==> config.mk <==
export PLATFORM = sky130hd
export DESIGN_NAME = uart_tx
export DESIGN_NICKNAME = d
export VERILOG_FILES = /design/src/rtl/uart_pkg.sv /design/src/rtl/uart_baud_gen.sv /design/src/rtl/uart_tx.sv
export SDC_FILE = /design/constraint.sdc
export NUM_CORES = 1
export LEC_CHECK = 0
export ABC_AREA = 1
export ABC_CLOCK_PERIOD_IN_PS = 1700
export BUFFER_PORTS_ARGS = -buffer_cell sky130_fd_sc_hd__buf_2
export CORE_MARGIN = 10
export CORE_UTILIZATION = 40
export CTS_CLUSTER_SIZE = 20
export DETAILED_ROUTE_END_ITERATION = 8
export GPL_ROUTABILITY_DRIVEN = 0
export PLACE_DENSITY_LB_ADDON = 0.25
export SYNTH_ARGS = -nofsm -noshare
export SYNTH_HDL_FRONTEND = slang
export SYNTH_SLANG_ARGS = --single-unit
==> constraint.sdc <==
create_clock -name sys_clk -period 1.7 [get_ports sys_clk]
set_input_delay 0.34 -clock sys_clk [delete_from_list [all_inputs] [get_ports sys_clk]]
set_output_delay 0.34 -clock sys_clk [all_outputs]
set_load 0.02 [all_outputs]
==> src/rtl/uart_pkg.sv <==
// Shared UART definitions: frame state encoding, parity modes and the
// baud divider computation, used by both uart_tx and uart_rx.
package uart_pkg;

    // Frame sequencer states, shared with the receiver.
    typedef enum logic [2:0] {
        S_IDLE   = 3'd0,
        S_START  = 3'd1,
        S_DATA   = 3'd2,
        S_PARITY = 3'd3,
        S_STOP   = 3'd4
    } uart_state_e;

    // Parity modes.
    localparam int unsigned PAR_NONE = 0;
    localparam int unsigned PAR_ODD  = 1;
    localparam int unsigned PAR_EVEN = 2;

    // Number of sys_clk cycles per serial bit (integer division).
    function automatic int unsigned calc_bps_cnt(
        input int unsigned clk_fre,
        input int unsigned bps
    );
        return clk_fre / bps;
    endfunction

endpackage

==> src/rtl/uart_baud_gen.sv <==
// Bit-period counter: counts 0..BPS_CNT-1 while enabled and wraps.
// Ports: clk, rst_n (sync, active-low), clear, enable -> bit_tick.
//   bit_tick is high for the single cycle in which the counter wraps.
module uart_baud_gen #(
    parameter int unsigned BPS_CNT = 5208
) (
    input  logic clk,
    input  logic rst_n,
    input  logic clear,
    input  logic enable,
    output logic bit_tick
);

    localparam logic [31:0] CNT_LAST = BPS_CNT - 32'd1;

    logic [31:0] cnt_q;
    logic [31:0] cnt_d;
    logic        wrap;

    assign wrap     = enable && (cnt_q == CNT_LAST);
    assign bit_tick = wrap && !clear;

    always_comb begin
        cnt_d = cnt_q;
        if (clear) begin
            cnt_d = 32'd0;
        end else if (enable) begin
            cnt_d = wrap ? 32'd0 : cnt_q + 32'd1;
        end
    end

    always_ff @(posedge clk) begin
        if (!rst_n) begin
            cnt_q <= 32'd0;
        end else begin
            cnt_q <= cnt_d;
        end
    end

endmodule

==> src/rtl/uart_tx.sv <==
// UART transmitter: 8 data bits LSB first, optional parity, 1 or 2 stops.
// Ports: sys_clk, sys_rst_n (sync, active-low), uart_tx_en/uart_tx_data
//   (request, accepted when ready), uart_tx_ready, uart_tx_busy,
//   uart_tx_done (one-cycle pulse at frame end), uart_txd (serial out).
module uart_tx
    import uart_pkg::*;
#(
    parameter int unsigned BPS       = 9_600,
    parameter int unsigned CLK_FRE   = 50_000_000,
    parameter int unsigned PARITY    = 0,
    parameter int unsigned STOP_BITS = 1
) (
    input  logic       sys_clk,
    input  logic       sys_rst_n,
    input  logic       uart_tx_en,
    input  logic [7:0] uart_tx_data,
    output logic       uart_tx_ready,
    output logic       uart_tx_busy,
    output logic       uart_tx_done,
    output logic       uart_txd
);

    localparam int unsigned BPS_CNT = calc_bps_cnt(CLK_FRE, BPS);

    // Stop index value of the final stop bit.
    localparam logic STOP_LAST = (STOP_BITS == 2);
    localparam logic HAS_PAR   = (PARITY != PAR_NONE);
    localparam logic PAR_INV   = (PARITY == PAR_ODD);

    if (PARITY > 2) begin : g_bad_parity
        $error("uart_tx: PARITY must be 0, 1 or 2");
    end

    if (STOP_BITS != 1 && STOP_BITS != 2) begin : g_bad_stop
        $error("uart_tx: STOP_BITS must be 1 or 2");
    end

    if (BPS_CNT == 0) begin : g_bad_baud
        $error("uart_tx: CLK_FRE must be at least BPS");
    end

    uart_state_e state_q;
    uart_state_e state_d;
    logic [7:0]  shift_q;
    logic [7:0]  shift_d;
    logic        par_q;
    logic        par_d;
    logic [2:0]  bit_idx_q;
    logic [2:0]  bit_idx_d;
    logic        stop_idx_q;
    logic        stop_idx_d;
    logic        txd_q;
    logic        txd_d;
    logic        busy_q;
    logic        busy_d;
    logic        ready_q;
    logic        ready_d;
    logic        done_q;
    logic        done_d;

    logic        baud_clear;
    logic        bit_tick;
    logic        accept;

    // The counter is held at zero while idle so the first START cycle
    // always begins a full bit period.
    assign baud_clear = (state_q == S_IDLE);
    assign accept     = uart_tx_en && ready_q;

    uart_baud_gen #(
        .BPS_CNT (BPS_CNT)
    ) u_baud_gen (
        .clk      (sys_clk),
        .rst_n    (sys_rst_n),
        .clear    (baud_clear),
        .enable   (!baud_clear),
        .bit_tick (bit_tick)
    );

    always_comb begin
        state_d    = state_q;
        shift_d    = shift_q;
        par_d      = par_q;
        bit_idx_d  = bit_idx_q;
        stop_idx_d = stop_idx_q;
        txd_d      = txd_q;
        busy_d     = busy_q;
        ready_d    = ready_q;
        done_d     = 1'b0;

        unique case (state_q)
            S_IDLE: begin
                txd_d = 1'b1;
                if (accept) begin
                    state_d    = S_START;
                    shift_d    = uart_tx_data;
                    par_d      = (^uart_tx_data) ^ PAR_INV;
                    bit_idx_d  = 3'd0;
                    stop_idx_d = 1'b0;
                    txd_d      = 1'b0;
                    busy_d     = 1'b1;
                    ready_d    = 1'b0;
                end
            end

            S_START: begin
                if (bit_tick) begin
                    state_d = S_DATA;
                    txd_d   = shift_q[0];
                end
            end

            S_DATA: begin
                if (bit_tick) begin
                    // The line always shows shift_q[0]; shifting exposes
                    // the next data bit.
                    shift_d   = shift_q >> 1;
                    bit_idx_d = bit_idx_q + 3'd1;
                    if (bit_idx_q == 3'd7) begin
                        if (HAS_PAR) begin
                            state_d = S_PARITY;
                            txd_d   = par_q;
                        end else begin
                            state_d = S_STOP;
                            txd_d   = 1'b1;
                        end
                    end else begin
                        txd_d = shift_q[1];
                    end
                end
            end

            S_PARITY: begin
                if (bit_tick) begin
                    state_d = S_STOP;
                    txd_d   = 1'b1;
                end
            end

            S_STOP: begin
                txd_d = 1'b1;
                if (bit_tick) begin
                    if (stop_idx_q == STOP_LAST) begin
                        state_d = S_IDLE;
                        done_d  = 1'b1;
                        busy_d  = 1'b0;
                        ready_d = 1'b1;
                    end else begin
                        stop_idx_d = stop_idx_q + 1'b1;
                    end
                end
            end

            default: begin
                state_d = S_IDLE;
                txd_d   = 1'b1;
                busy_d  = 1'b0;
                ready_d = 1'b1;
            end
        endcase
    end

    always_ff @(posedge sys_clk) begin
        if (!sys_rst_n) begin
            state_q    <= S_IDLE;
            shift_q    <= 8'd0;
            par_q      <= 1'b0;
            bit_idx_q  <= 3'd0;
            stop_idx_q <= 1'b0;
            txd_q      <= 1'b1;
            busy_q     <= 1'b0;
            ready_q    <= 1'b1;
            done_q     <= 1'b0;
        end else begin
            state_q    <= state_d;
            shift_q    <= shift_d;
            par_q      <= par_d;
            bit_idx_q  <= bit_idx_d;
            stop_idx_q <= stop_idx_d;
            txd_q      <= txd_d;
            busy_q     <= busy_d;
            ready_q    <= ready_d;
            done_q     <= done_d;
        end
    end

    assign uart_txd      = txd_q;
    assign uart_tx_busy  = busy_q;
    assign uart_tx_ready = ready_q;
    assign uart_tx_done  = done_q;

endmodule

==> impl_metrics.py <==
metrics = {
    "cts": {
        "cts_made_buffers": 5,
        "cts.sinks": 50,
        "cts_root_buf": "clkbuf_8",
        "clk_latency_ns": 0.30,
        "cts_resized": 0,
        "clock_path_buffers": 2,
        "ctsHoldBuffers": 0,
        "cts.clk_slew.worst_paths_ns": 0.10,
        "post_cts_buffers": 0,
        "h-tree-depth": 2,
        "cts_tree": "yes",
    },
    "critical_path": {
        "rrSetupSlack_ns": 0.13,
        "crit_buf_inv": 0,
        "path_class": "reg2reg",
        "r2r_start": "u_baud_gen.cnt_q[12]",
        "startpoint_type": "register",
        "worstPathRequired_ns": 1.94,
        "critPathLaunch": "u_baud_gen.cnt_q[12]",
        "crit_family": "simple AND/OR/NAND/NOR gates",
        "crit_chain": "nand2_1, nor2_1, nand2_1, nor2_1, nand3_1, a21oi_1",
        "crit_fanout": 5,
        "critPathMaxStageDelay_ns": 0.44,
        "end_kind": "register",
        "cp.arrival_ns": 1.81,
        "cp_slowest_cell": "dfxtp_1",
    },
    "timing": {
        "slew_violations": 0,
        "setup_viol": 0,
        "relSlewSlack": 0.707,
        "period_needed_ns": 1.57,
        "min_period_over_period": 0.923,
        "skew_ns": 0.0139,
        "fmax_mhz": 637,
        "hold_slack_ns": 0.350,
        "tns_ns": 0,
        "tightest_slew_ns": 0.435,
        "rsz0062_at_grt": "no",
        "finalHoldViolCount": 0,
    },
    "detailed_routing": {
        "drc": 0,
        "num_vias": 2729,
        "vias_per_cell": 5.03,
        "drt-pass1-iter-count": 6,
        "drt_first_iter_violations": 197,
        "routed_wl_mm": 6.66,
        "detail-route-antenna-nets": 0,
        "avgRoutedWirePerCell_um": 12.3,
    },
    "placed_design": {
        "port_buffers": 14,
        "post-dp-hpwl_mm": 5.34,
    },
    "synthesis": {
        "synth_most_common_cell": "nand2_1",
        "synth_common_cells": "nand2_1 (121), nor2_1 (74), dfxtp_1 (50)",
        "synth-seq-cells": 50,
        "synth-edff-count": 0,
        "synth_compound_area_frac": 0.0828,
        "muxShareOfSynthArea": 0,
        "ys_warn_count": 0,
        "yosys.area.top_type": "dfxtp_1",
        "synth_fa_ha_area_frac": 0.0137,
        "synth_cells": 431,
        "async_reset_ff_frac": 0,
        "yosys.area_share.simple": 0.431,
        "synth-main-ff-cell": "dfxtp_1",
        "synth_top_cells_by_area": "dfxtp_1 (36%), nand2_1 (17%), nor2_1 (10%)",
        "syn_nets": 445,
        "netlist_area_um2": 2750,
        "synth-seq-area-share": 0.364,
        "avgSynthCellArea_um2": 6.38,
        "synth_top_family_by_area": "simple AND/OR/NAND/NOR gates",
        "synth.distinct_cells": 31,
        "synth-xor-area-share": 0.0191,
        "synth_top_area_frac": 0.364,
    },
    "global_route": {
        "grt_pass1_wl_mm": 11.6,
        "overflow": 0,
        "grt_start_max_net_pins": 16,
        "antenna_found_initial": 0,
        "track_usage": 0.137,
        "grt_pass1_vias": 2575,
    },
    "pwr": {
        "finalPower_mw": 3.26,
        "vdd_drop_max_v": 0.000702,
        "power.density_nw_per_um2": 1050,
        "leakage_nw": 1.21,
    },
    "final_layout": {
        "diodes": 0,
        "area_growth_pct": 13.3,
        "drive_gt1_frac": 0.149,
        "fin_nets": 476,
    },
    "min_path": {
        "worstHoldStart": "uart_tx_data[7]",
        "worstHoldPathType": "in2reg",
    },
    "status": {
        "status": "finished clean",
    },
    "die": {
        "coreArea_um2": 6720,
        "die_area_um2": 10600,
        "rows": 30,
        "start_util": 0.409,
        "io_pins": 15,
        "die_w_um": 103,
        "die_h_um": 103,
    },
    "flow_run": {
        "cap_viol_max_count": 0,
    },
}
## report_power, final
group | internal (mW) | switching, mW
Sequential | 1.32 | 0.0847
Clock | 0.328 | 0.402
Combinational | 0.393 | 0.728
## per-layer routing
| layer | track usage | vias up | routed length [um] | share of wire |
|---|---|---|---|---|
| li1 | - | 1424 | - | - |
| met1 | 0.166 | 1213 | 3050 | 0.46 |
| met2 | 0.214 | 78 | 3030 | 0.45 |
| met3 | 0.0469 | 14 | 407 | 0.061 |
| met4 | 0.0578 | 0 | 170 | 0.026 |
| met5 | 0 | - | 0 | 0 |
## metrics by stage
step	setup WS (ns)	cell area, um^2	cells	util
after floorplan	0.185	2750	431	-
after global placement	0.0983	2990	535	0.445
after detailed placement	0.0471	2990	535	0.445
after CTS	0.0301	3090	543	0.460
after global routing	0.0116	3110	543	0.464
final	0.131	3110	543	0.464
## final timing paths
check | cells past startpoint | to
setup / recovery | 6 | u_baud_gen.cnt_q[31]
hold / removal | 5 | shift_q[7]
setup reg to reg | 6 | u_baud_gen.cnt_q[31]
hold reg to reg | 1 | u_baud_gen.cnt_q[0]
## worst register-to-register path, delay by kind of cell (launching register included)
| kind | cells | cell delay (ns) |
|---|---|---|
| and+or+nand+nor | 5 | 0.91 |
| DFF | 1 | 0.44 |
| AOI/OAI and AO/OA | 1 | 0.16 |
## final cells by class
type | count | area (um^2)
Fill cell | 658 | 3600
Multi-Input combinational cell | 322 | 1520
Sequential cell | 50 | 1000
Inverter | 53 | 204
Timing Repair Buffer | 30 | 190
Tap cell | 80 | 100
Clock buffer | 6 | 82.6
Clock inverter | 2 | 12.5
## kinds of logic after synthesis
group / count (synthesis)
AND/OR/NAND/NOR: 268
buffers and inverters: 59
flip-flops: 50
AO/OA/AOI/OAI: 45
XOR/XNOR: 6
adder cells (fa/ha/maj): 3
## layout by cell type (no fill, tap or decap)
cell	n
nor2_2	7
nor3b_1	2
o31ai_1	1
buf_2	14
clkinv_2	1
xnor2_1	1
nand2_4	2
or2_4	1
inv_1	48
nor4_2	1
nor2_4	4
a21oi_1	22
buf_4	16
nor2_1	72
o21ai_1	2
nand4_1	9
inv_2	4
clkinvlp_4	1
o21ai_0	20
ha_2	1
clkbuf_8	6
ha_1	2
nand2_1	121
nand3_2	3
nor3_1	15
nand3b_1	1
inv_6	1
dfxtp_2	3
or2_0	1
nand3_1	23
xor2_1	5
nand2_2	4
and2_1	1
nor4_1	1
dfxtp_1	47
## flip-flops by register name, summed over array words and instances (netlist names)
register / cells
uart_tx_busy: 1
shift_q: 8
state_q: 3
uart_tx_done: 1
uart_txd: 1
uart_tx_ready: 1
u_baud_gen.cnt_q: 32
bit_idx_q: 3
No activity file was read; power rests on OpenSTA's default activity.
